### src/rtl/disp2421_pkg.sv
// Shared constants and helpers for the two-digit 2421 display stage.
// Optional invalid-code flagging is selected with DISP2421_INVALID_FLAG_EN.
package disp2421_pkg;

    localparam logic [3:0] C2421_0 = 4'b0000;
    localparam logic [3:0] C2421_1 = 4'b0001;
    localparam logic [3:0] C2421_2 = 4'b0010;
    localparam logic [3:0] C2421_3 = 4'b0011;
    localparam logic [3:0] C2421_4 = 4'b0100;
    localparam logic [3:0] C2421_5 = 4'b1011;
    localparam logic [3:0] C2421_6 = 4'b1100;
    localparam logic [3:0] C2421_7 = 4'b1101;
    localparam logic [3:0] C2421_8 = 4'b1110;
    localparam logic [3:0] C2421_9 = 4'b1111;

    // Segment order is {g,f,e,d,c,b,a}, active-high
    localparam logic [6:0] SEG_0     = 7'h3F;
    localparam logic [6:0] SEG_1     = 7'h06;
    localparam logic [6:0] SEG_2     = 7'h5B;
    localparam logic [6:0] SEG_3     = 7'h4F;
    localparam logic [6:0] SEG_4     = 7'h66;
    localparam logic [6:0] SEG_5     = 7'h6D;
    localparam logic [6:0] SEG_6     = 7'h7D;
    localparam logic [6:0] SEG_7     = 7'h07;
    localparam logic [6:0] SEG_8     = 7'h7F;
    localparam logic [6:0] SEG_9     = 7'h6F;
    localparam logic [6:0] SEG_E     = 7'h79;
    localparam logic [6:0] SEG_BLANK = 7'h00;

    localparam logic [1:0] AN_UNITS = 2'b10;
    localparam logic [1:0] AN_TENS  = 2'b01;

    typedef enum logic {
        SEL_UNITS = 1'b0,
        SEL_TENS  = 1'b1
    } sel_t;

    // Anything outside the legal set falls back to zero so tens stays valid
    function automatic logic [3:0] next2421(input logic [3:0] d);
        case (d)
            C2421_0: next2421 = C2421_1;
            C2421_1: next2421 = C2421_2;
            C2421_2: next2421 = C2421_3;
            C2421_3: next2421 = C2421_4;
            C2421_4: next2421 = C2421_5;
            C2421_5: next2421 = C2421_6;
            C2421_6: next2421 = C2421_7;
            C2421_7: next2421 = C2421_8;
            C2421_8: next2421 = C2421_9;
            default: next2421 = C2421_0;
        endcase
    endfunction

endpackage

### src/rtl/disp2421_scan_code2421_to_seg.sv
// Combinational 2421 to 7-segment decoder with a validity flag.
// Behaviour is the same whether or not DISP2421_INVALID_FLAG_EN is defined.
module code2421_to_seg
    import disp2421_pkg::*;
(
    input  logic [3:0] i_code,
    output logic [6:0] o_seg,
    output logic       o_valid
);

    always_comb begin
        o_seg   = SEG_BLANK;
        o_valid = 1'b1;
        case (i_code)
            C2421_0: o_seg = SEG_0;
            C2421_1: o_seg = SEG_1;
            C2421_2: o_seg = SEG_2;
            C2421_3: o_seg = SEG_3;
            C2421_4: o_seg = SEG_4;
            C2421_5: o_seg = SEG_5;
            C2421_6: o_seg = SEG_6;
            C2421_7: o_seg = SEG_7;
            C2421_8: o_seg = SEG_8;
            C2421_9: o_seg = SEG_9;
            default: o_valid = 1'b0;
        endcase
    end

endmodule

### src/rtl/disp2421_scan.sv
// Two-digit multiplexed display for a 2421 units counter with derived tens.
// Define DISP2421_INVALID_FLAG_EN to show "E" and raise err on invalid units codes.
module disp2421_scan
    import disp2421_pkg::*;
#(
    parameter int unsigned SCAN_DIV = 16
) (
    input  logic       clk,
    input  logic       rst,
    input  logic [3:0] code_in,
    output logic [6:0] seg,
    output logic [1:0] an,
    output logic [3:0] tens,
    output logic       err
);

    localparam logic [15:0] CNT_LAST = 16'(SCAN_DIV - 1);

    logic [3:0]  r_codeQ;
    logic [3:0]  r_tens;
    logic [15:0] r_cnt;
    sel_t        r_sel;
    logic [6:0]  r_seg;
    logic [1:0]  r_an;
    logic        r_err;

    logic [6:0]  w_unitsSeg;
    logic        w_unitsValid;
    logic [6:0]  w_tensSeg;
    logic        w_tensValid;
    logic [6:0]  w_nextSeg;
    logic        w_wrap;

    code2421_to_seg u_unitsDec (
        .i_code  (r_codeQ),
        .o_seg   (w_unitsSeg),
        .o_valid (w_unitsValid)
    );

    code2421_to_seg u_tensDec (
        .i_code  (r_tens),
        .o_seg   (w_tensSeg),
        .o_valid (w_tensValid)
    );

    assign w_wrap = (r_codeQ == C2421_9) && (code_in == C2421_0);

    // Pattern for the digit selected this cycle; invalid units show E or blank
    always_comb begin
        w_nextSeg = SEG_BLANK;
        if (r_sel == SEL_TENS) begin
            w_nextSeg = w_tensValid ? w_tensSeg : SEG_BLANK;
        end else if (w_unitsValid) begin
            w_nextSeg = w_unitsSeg;
        end else begin
`ifdef DISP2421_INVALID_FLAG_EN
            w_nextSeg = SEG_E;
`else
            w_nextSeg = SEG_BLANK;
`endif
        end
    end

    always_ff @(posedge clk) begin
        if (rst) begin
            r_codeQ <= C2421_0;
            r_tens  <= C2421_0;
            r_cnt   <= '0;
            r_sel   <= SEL_UNITS;
            r_an    <= AN_UNITS;
            r_seg   <= SEG_0;
            r_err   <= 1'b0;
        end else begin
            r_codeQ <= code_in;
            if (w_wrap) begin
                r_tens <= next2421(r_tens);
            end
            if (r_cnt == CNT_LAST) begin
                r_cnt <= '0;
                r_sel <= (r_sel == SEL_UNITS) ? SEL_TENS : SEL_UNITS;
            end else begin
                r_cnt <= r_cnt + 16'd1;
            end
            // an and seg both follow the pre-toggle select so they never disagree
            r_an  <= (r_sel == SEL_TENS) ? AN_TENS : AN_UNITS;
            r_seg <= w_nextSeg;
`ifdef DISP2421_INVALID_FLAG_EN
            r_err <= ~w_unitsValid;
`else
            r_err <= 1'b0;
`endif
        end
    end

    assign seg  = r_seg;
    assign an   = r_an;
    assign tens = r_tens;
    assign err  = r_err;

endmodule

### config.mk
export PLATFORM = sky130hd
export DESIGN_NAME = disp2421_scan
export DESIGN_NICKNAME = d
export VERILOG_FILES = /design/src/rtl/disp2421_pkg.sv /design/src/rtl/disp2421_scan_code2421_to_seg.sv /design/src/rtl/disp2421_scan.sv
export SDC_FILE = /design/constraint.sdc
export NUM_CORES = 1
export LEC_CHECK = 0
export ABC_AREA = 1
export CORE_UTILIZATION = 35
export CTS_CLUSTER_DIAMETER = 30
export DETAILED_ROUTE_END_ITERATION = 7
export REMOVE_ABC_BUFFERS = 1
export SETUP_SLACK_MARGIN = 0.2
export SLEW_MARGIN = 20
export SYNTH_ARGS = -nofsm -noshare
export SYNTH_HDL_FRONTEND = slang
export SYNTH_SLANG_ARGS = --single-unit
### constraint.sdc
create_clock -name clk -period 3.12 [get_ports clk]
set_input_delay 0.78 -clock clk [delete_from_list [all_inputs] [get_ports clk]]
set_output_delay 0.78 -clock clk [all_outputs]
set_load 0.005 [all_outputs]
==> metrics.cfg, run 1 <==
[setup_path]
path_delay_family=buffers and inverters
path_max_fanout=7
crit_path_start_kind=flop
endpoint=tens[2]
crit_path_cell_trace=clkdlybuf4s50_1
crit_path_end_kind=output pin
worstPathRequired_ps=2340
cp_num_cells=1
r2r_end=seg[2]
crit_start=tens[2]
ff2ff_setup_slack_ps=1630
critPathKind=flop to output pin
cpPeakStageDelay_ps=550
regToRegStartpoint=tens[0]
arrival_ps=1290
critPathBufInv=1
slowest_stage=clkdlybuf4s50_1
worstRegToRegCells=6

[placed_design]
hpwl_um=2820
dpl.cell_count=351
place_area_um2=2040
pre_cts_slack_ps=945
routabilityCongestion=0.897
portBuffers=18

[floorplanning]
ioPinCount=20
initial_core_util=0.372
die-area_um2=5440
dieWidth_um=73.8
core_um2=4850
fp.dieH_um=73.8
num_rows=25

[layout]
stdcell_count=359
seq_area_um2=681
n_fill_cell=511
drive_above_1_share=0.0651
stdcell_area_um2=2140
multi_input_area_um2=950
area_growth_pct=18.5
nets=303
num_antenna_cells=0

[cts]
cts_resized=0
cts-root-buf=clkbuf_8
insertion_delay_ps=290
cts_made_buffers=5
clk_pin_slew_ps=80
postCtsHoldBufs=0
clkSinkCount=34
cts_post_setup_buffers_inserted=0
cts_buffer_depth=2
htree_levels=2
cts_tree=yes

[timing]
fmax_mhz=482
final-max-slew-violation-count=0
setup_ws_ps=1050
setup_violations=0
rsz0062_at_grt=false
timing.final.crit_period_ps=2070
hold_violations=0
skew_ps=10.6
post-route-period-util=0.664
fin_tns_setup_ps=0

[logic_synthesis]
netlist.area_leader.share=0.378
yosysWarnings=0
synth-seq-cells=34
yosysSeqAreaShare=0.378
yosysTopAreaCell=dfxtp_1
avgSynthCellArea_um2=6.70
yosysUniqueCellTypes=24
synth.area.top_cells=dfxtp_1 (38%), nand2_1 (14%), nor2_1 (9.4%)
synth_cells=269
synthesis.area_um2=1800

[power_and_ir_drop]
power_density_nw_per_um2=402
power.share.clock=0.398
p_seq_frac=0.531
leakage_nw=0.973
netSwitchingFraction=0.239
switching_power_w=0.000206
p_int_w=0.000654
vdd_drop_max_v=0.000206
comb_power_share=0.071

[drt]
m1WireLength_um=1830
drcViolationCount=0
wl_per_cell_um=10.1
num_vias=1627
ant_nets=0
highest_layer=met4
drt-pass1-iter-count=4
met3_length_um=120
wl_met2_um=1620
routed_via_density=4.53
drt-initial-drc-count=86
wirelength_um=3630

[global_routing]
antenna_found_initial=0
grt.total_usage=0.150
grt_max_degree=15
overflow=0
grt_pass1_wl_um=6200
grt_pass1_vias=1479

[flow_run]
drv_cap=0

[hold_path]
hp-class=flop to flop

[outcome]
status=finished clean

-- state kept, by name, indices dropped and copies added (netlist names) --
signal and cells:
r_cnt 16, seg 7, r_codeQ 4, tens 4, an 2, r_sel 1
-- metal layers --
layer	up-vias	GRT usage
li1	886	-
met1	715	0.190
met3	5	0.0425
met4	0	0.0726
met5	-	0
met2	21	0.233
-- worst min-delay path by stage --
stage | startpoint | to | slack (ps) | cells after the start
6_report | r_cnt[0] | r_cnt[0] | 470 | 1
5_1_grt | r_cnt[0] | r_cnt[0] | 500 | 1
4_1_cts | r_cnt[0] | r_cnt[0] | 480 | 1
3_5_place_dp | r_cnt[0] | r_cnt[0] | 450 | 1
3_3_place_gp | r_cnt[0] | r_cnt[0] | 440 | 1
2_1_floorplan | r_cnt[0] | r_cnt[0] | 430 | 1
-- cells in the mapped netlist --
master	count
o21bai_1	1
or2_2	1
nor3_4	1
ha_1	6
buf_4	2
nand3_1	28
nor2_4	1
dfxtp_1	34
xor2_1	4
a21oi_1	10
nor2_2	3
nand2_1	65
nand3b_1	2
nor3_1	2
nor2_1	45
xnor2_1	2
o21ai_0	7
nand4_1	9
buf_6	1
conb_1	1
nand2_2	3
nor3_2	1
inv_1	39
nand3_2	1
-- power by group through the flow --
stage	logic (W)	registers, W	clock network (W)
after detailed placement	0.0000615	0.000466	0
final	0.0000613	0.000456	0.000342
after global placement	0.0000606	0.000466	0
after CTS	0.0000622	0.000456	0.000353
after global routing	0.0000701	0.000457	0.000373
after floorplan	0.0000290	0.000465	0
-- layout by cell type (no fill, tap or decap), types with 2 or more instances in the layout --
cell type / n
clkbuf_8: 6
xnor2_1: 2
nor2_2: 3
clkdlybuf4s50_1: 18
nand4_1: 9
nor2_1: 45
nand2_1: 65
inv_1: 39
ha_1: 6
nor3_1: 2
a21oi_1: 10
nand3b_1: 2
o21ai_0: 7
dfxtp_1: 34
nand2_2: 3
xor2_1: 4
nand3_1: 28
-- final cells by class --
type,count,share of cell area
Clock buffer,6,0.0387
Clock inverter,2,0.00586
Inverter,39,0.0685
Multi-Input combinational cell,193,0.445
Sequential cell,34,0.319
Tap cell,67,0.0393
Timing Repair Buffer,18,0.0844
-- kinds of logic (layout without fill, tap and decap cells) --
| family | Yosys count | in the layout | share of synthesized area |
|---|---|---|---|
| flip-flops | 34 | 34 | 0.378 |
| AO/OA/AOI/OAI | 18 | 18 | 0.0514 |
| buffers and inverters | 42 | 65 | 0.0958 |
| AND/OR/NAND/NOR | 162 | 162 | 0.402 |
| adder cells (fa/ha/maj) | 6 | 6 | 0.0416 |
| other | 1 | 1 | 0.00208 |
| XOR/XNOR | 6 | 6 | 0.0291 |
-- through the flow --
step            util  power, W  hold WS, ps
2_1_floorplan      -  0.000494          429
3_5_place_dp   0.421  0.000527          451
5_1_grt        0.441  0.000900          503
6_report       0.441  0.000859          473
4_1_cts        0.441  0.000871          476
3_3_place_gp   0.421  0.000526          441
Power figures use the tool's default switching activity.
==> run 2, diff against run 1 <==
==> constraint.sdc (replaced) <==
create_clock -name clk -period 1.7 [get_ports clk]
set_input_delay 0.425 -clock clk [delete_from_list [all_inputs] [get_ports clk]]
set_output_delay 0.425 -clock clk [all_outputs]
set_load 0.005 [all_outputs]
==> run 2 against run 1 <==
Compared with the run above: sequential share of layout area fell by 0.93 points; register-to-register slack worse by 1300 ps; first-iteration DRC count shrank 23%; sequential cell count is the same; critical path depth grew 8; cell count increased by 2.2%; utilization grew 2.0 points; critical path type is now flop to flop; largest power group unchanged; highest routed layer unchanged.
==> metrics.cfg, run 2 (synthesis gave the netlist of run 1 again) <==
[floorplanning]
dieWidth_um=73.8
num_rows=25
ioPinCount=20
fp.dieH_um=73.8
die-area_um2=5440
initial_core_util=0.372
core_um2=4850

[timing]
hold_violations=0
final-max-slew-violation-count=0
skew_ps=8.42
rsz0062_at_grt=true
setup_violations=0
post-route-period-util=0.819
timing.final.crit_period_ps=1390
fmax_mhz=718
fin_tns_setup_ps=0

[layout]
nets=311
final_util=0.460
final_common_cell=nand2_1
num_antenna_cells=0
stdcell_count=367
largest_register=r_cnt
area_growth_pct=23.8
drive_above_1_share=0.117
largest_register_ffs=16
final_cell_mix=nand2_1 (64), nor2_1 (43), inv_1 (39)

[power_and_ir_drop]
vdd_drop_max_v=0.000360
power.total_w=0.00168
leakage_nw=1.04
power_density_nw_per_um2=752

[cts]
cts_tree=yes
cts_made_buffers=5
htree_levels=2
insertion_delay_ps=290
clkSinkCount=34
cts-root-buf=clkbuf_8
clk_pin_slew_ps=70
postCtsHoldBufs=0
cts_buffer_depth=2

[setup_path]
path_delay_family=simple AND/OR/NAND/NOR gates
crit_path_end_kind=flop
crit_path_start_kind=flop
cpPeakStageDelay_ps=330
critPathKind=flop to flop
worstPathRequired_ps=1880
critPathBufInv=3
arrival_ps=1570
path_max_fanout=4
crit_path_cell_trace=buf_4 -> inv_1 -> ha_1 -> inv_1 -> nand2_1 -> nand2_1 -> nand4_1 -> nand3_1 -> nand3_1
slowest_stage=dfxtp_2

[placed_design]
hpwl_um=2790
dpl.cell_count=354
routabilityCongestion=0.847
portBuffers=18

[flow_run]
drv_cap=0

[drt]
drt-pass1-iter-count=4
wirelength_um=3790
ant_nets=0
num_vias=1683
routed_via_density=4.59
drcViolationCount=0
wl_per_cell_um=10.3
drt-initial-drc-count=66

[global_routing]
grt.total_usage=0.152
grt_pass1_vias=1455
grt_pass1_wl_um=6310
overflow=0
grt_max_degree=15
antenna_found_initial=0

[outcome]
status=finished clean

[hold_path]
hp-class=flop to flop

[run 2: cell types whose count changed in the layout (fill, tap and decap cells not counted), sizes merged]
cell           delta
buf               +7
bufinv            +1
clkbuf            -1
clkdlybuf4s50    -13
clkinv            -1
clkinvlp          +1
dlygate4sd2      +13
nand2             +1
[run 2: final timing paths]
check            from       end  slack, ps  cells after the start
min reg2reg  r_cnt[0]  r_cnt[0]        460                      1
max reg2reg   tens[0]    seg[0]        310                      9
max           tens[0]    seg[0]        310                      9
min          r_cnt[0]  r_cnt[0]        460                      1
[run 2: where the power goes]
group	total (W)	internal (W)	switching (W)	leakage, nW
clock network	0.000739	0.000436	0.000303	0.0504
registers	0.000833	0.000817	0.0000160	0.280
logic	0.000107	0.0000487	0.0000587	0.713
total	0.00168	0.00130	0.000378	1.04
[run 2: layer usage]
| layer | vias to the layer above | global-route usage | share of wire |
|---|---|---|---|
| li1 | 906 | - | - |
| met1 | 729 | 0.202 | 0.50 |
| met2 | 44 | 0.234 | 0.44 |
| met3 | 4 | 0.0370 | 0.053 |
| met4 | 0 | 0.0577 | 0.011 |
| met5 | - | 0 | 0 |
[run 2: worst register-to-register path, delay by kind of cell (launching register included)]
kind                       cells  cell delay [ps]
adders and majority gates      1              230
buffers and inverters          3              280
DFF                            1              330
and+or+nand+nor                5              450
[run 2: what timing repair did]
item                       4_1_cts  5_1_grt
pin swaps                        0        1
cloned                           0        1
resized for setup               19        6
buffers inserted                 4        0
setup endpoints to repair       13       22
[run 2: area by class of cell]
class,instances,area [µm²]
multi-input combinational,194,981
clock buffer,5,68.8
clock inverter,3,45.0
inverter,39,146
fill,506,2620
sequential,34,691
timing repair buffer,25,216
tap,67,83.8
[run 2: metrics by stage]
stage / hold slack [ps] / area (µm²) / worst slack [ps]
after CTS: 469 / 2200 / 201
after global routing: 500 / 2230 / 174
after detailed placement: 453 / 2060 / 93.0
after floorplan: 429 / 1780 / 434
final: 462 / 2230 / 308
after global placement: 444 / 2060 / 72.7
==> run 3, diff against run 2 <==
==> constraint.sdc (replaced) <==
create_clock -name clk -period 1.35 [get_ports clk]
set_input_delay 0.3375 -clock clk [delete_from_list [all_inputs] [get_ports clk]]
set_output_delay 0.3375 -clock clk [all_outputs]
set_load 0.005 [all_outputs]
==> run 3 against run 2 <==
Compared with the run above: count of clock-buffer cells in the layout up 2; worst setup slack lost 220 ps; routed wire length grew 14%; combinational power up 79%; critical endpoint is now seg[2]; largest power group unchanged.
==> metrics.cfg, run 3 (synthesis gave the netlist of run 1 again) <==
[drt]
wl_per_cell_um=11.3
met3_length_um=148
wirelength_um=4320
routed_via_density=4.63
highest_layer=met4
ant_nets=0
drt-pass1-iter-count=5
num_vias=1772
m1WireLength_um=2070
drcViolationCount=0
wl_met2_um=2020
drt-initial-drc-count=80

[global_routing]
grt.total_usage=0.165
grt_pass1_wl_um=6840
overflow=0
grt_max_degree=15
antenna_found_initial=0
grt_pass1_vias=1587

[floorplanning]
core_um2=4850
num_rows=25
ioPinCount=20
die-area_um2=5440
dieWidth_um=73.8
initial_core_util=0.372
fp.dieH_um=73.8

[layout]
stdcell_area_um2=2680
final_cell_mix=nand2_1 (45), inv_1 (34), nor2_1 (30)
largest_register=r_cnt
area_growth_pct=48.6
multi_input_area_um2=1270
nets=327
n_fill_cell=459
final_common_cell=nand2_1
num_antenna_cells=0
drive_above_1_share=0.424
seq_area_um2=719
largest_register_ffs=16

[timing]
skew_ps=6.51
rsz0062_at_grt=true
timing.final.crit_period_ps=1260
fin_tns_setup_ps=0
hold_violations=0
fmax_mhz=791
final-max-slew-violation-count=0
setup_ws_ps=85.3
post-route-period-util=0.937
setup_violations=0

[placed_design]
portBuffers=18
hpwl_um=2900
pre_cts_slack_ps=-158
place_area_um2=2170
routabilityCongestion=0.804

[setup_path]
crit_path_start_kind=flop
worstPathRequired_ps=1520
path_max_fanout=3
crit_path_end_kind=flop
arrival_ps=1440
critPathKind=flop to flop

[cts]
insertion_delay_ps=290
clk_pin_slew_ps=70
cts_made_buffers=5
clkSinkCount=34
cts-root-buf=clkbuf_8
htree_levels=2
cts_tree=yes
cts_buffer_depth=2
postCtsHoldBufs=0

[power_and_ir_drop]
power_density_nw_per_um2=752
leakage_nw=1.19
vdd_drop_max_v=0.000327

[outcome]
status=finished clean

[flow_run]
drv_cap=0

[hold_path]
hp-class=input port to flop

run 3: changes by cell type in the layout (fill, tap and decap cells not counted), moves of 7 or more:
cell,before,now
nor2_1,43,30
buf_4,7,18
clkbuf_2,0,8
nand3_2,1,8
dfxtp_2,2,13
dlygate4sd2_1,13,2
dfxtp_1,30,15
nor2_4,1,12
nand3_1,28,19
nand2_1,64,45
nand2_2,4,19
run 3: final cells by class:
class,instances,area share
multi-input combinational,193,0.475
sequential,34,0.269
timing repair buffer,42,0.133
inverter,39,0.0574
clock buffer,7,0.0322
tap,67,0.0313
clock inverter,1,0.00187
run 3: power breakdown:
group          internal (W)  switching (W)
sequential          0.00103      0.0000232
combinational     0.0000911      0.0000995
clock              0.000411       0.000363
total               0.00153       0.000485
run 3: worst max-delay path, stage by stage (launching register included):
cell	delay [ps]
dfxtp_4	360
buf_6	130
ha_4	170
inv_4	60
nand3b_1	100
nand2_2	110
nand2_4	70
nand3_2	80
nand3_2	50
run 3: stage by stage:
stage	hold WS [ps]	instances	total power, W	utilization
after detailed placement	502	367	0.00124	0.448
after CTS	449	379	0.00202	0.504
after global routing	344	383	0.00211	0.553
after global placement	478	367	0.00124	0.448
after floorplan	407	266	0.00114	-
final	326	383	0.00202	0.553
run 3: repair_timing:
| action | CTS | global route |
|---|---|---|
| pin swaps | 14 | 19 |
| buffers inserted | 4 | 3 |
| gates resized for setup | 88 | 77 |
| setup endpoints to repair | 41 | 38 |
| gates cloned | 0 | 1 |
run 3: path summary, 6_finish.rpt:
path / start / to / slack [ps] / cells after the start
max: tens[1] / seg[2] / 90 / 8
min: code_in[2] / r_codeQ[2] / 330 / 3
max reg2reg: tens[1] / seg[2] / 90 / 8
min reg2reg: r_cnt[13] / r_cnt[13] / 510 / 2
run 3: per-layer routing:
layer  GRT usage  vias up
met5           0        -
met2       0.251       30
li1            -      939
met3      0.0453       11
met1       0.218      792
met4      0.0684        0
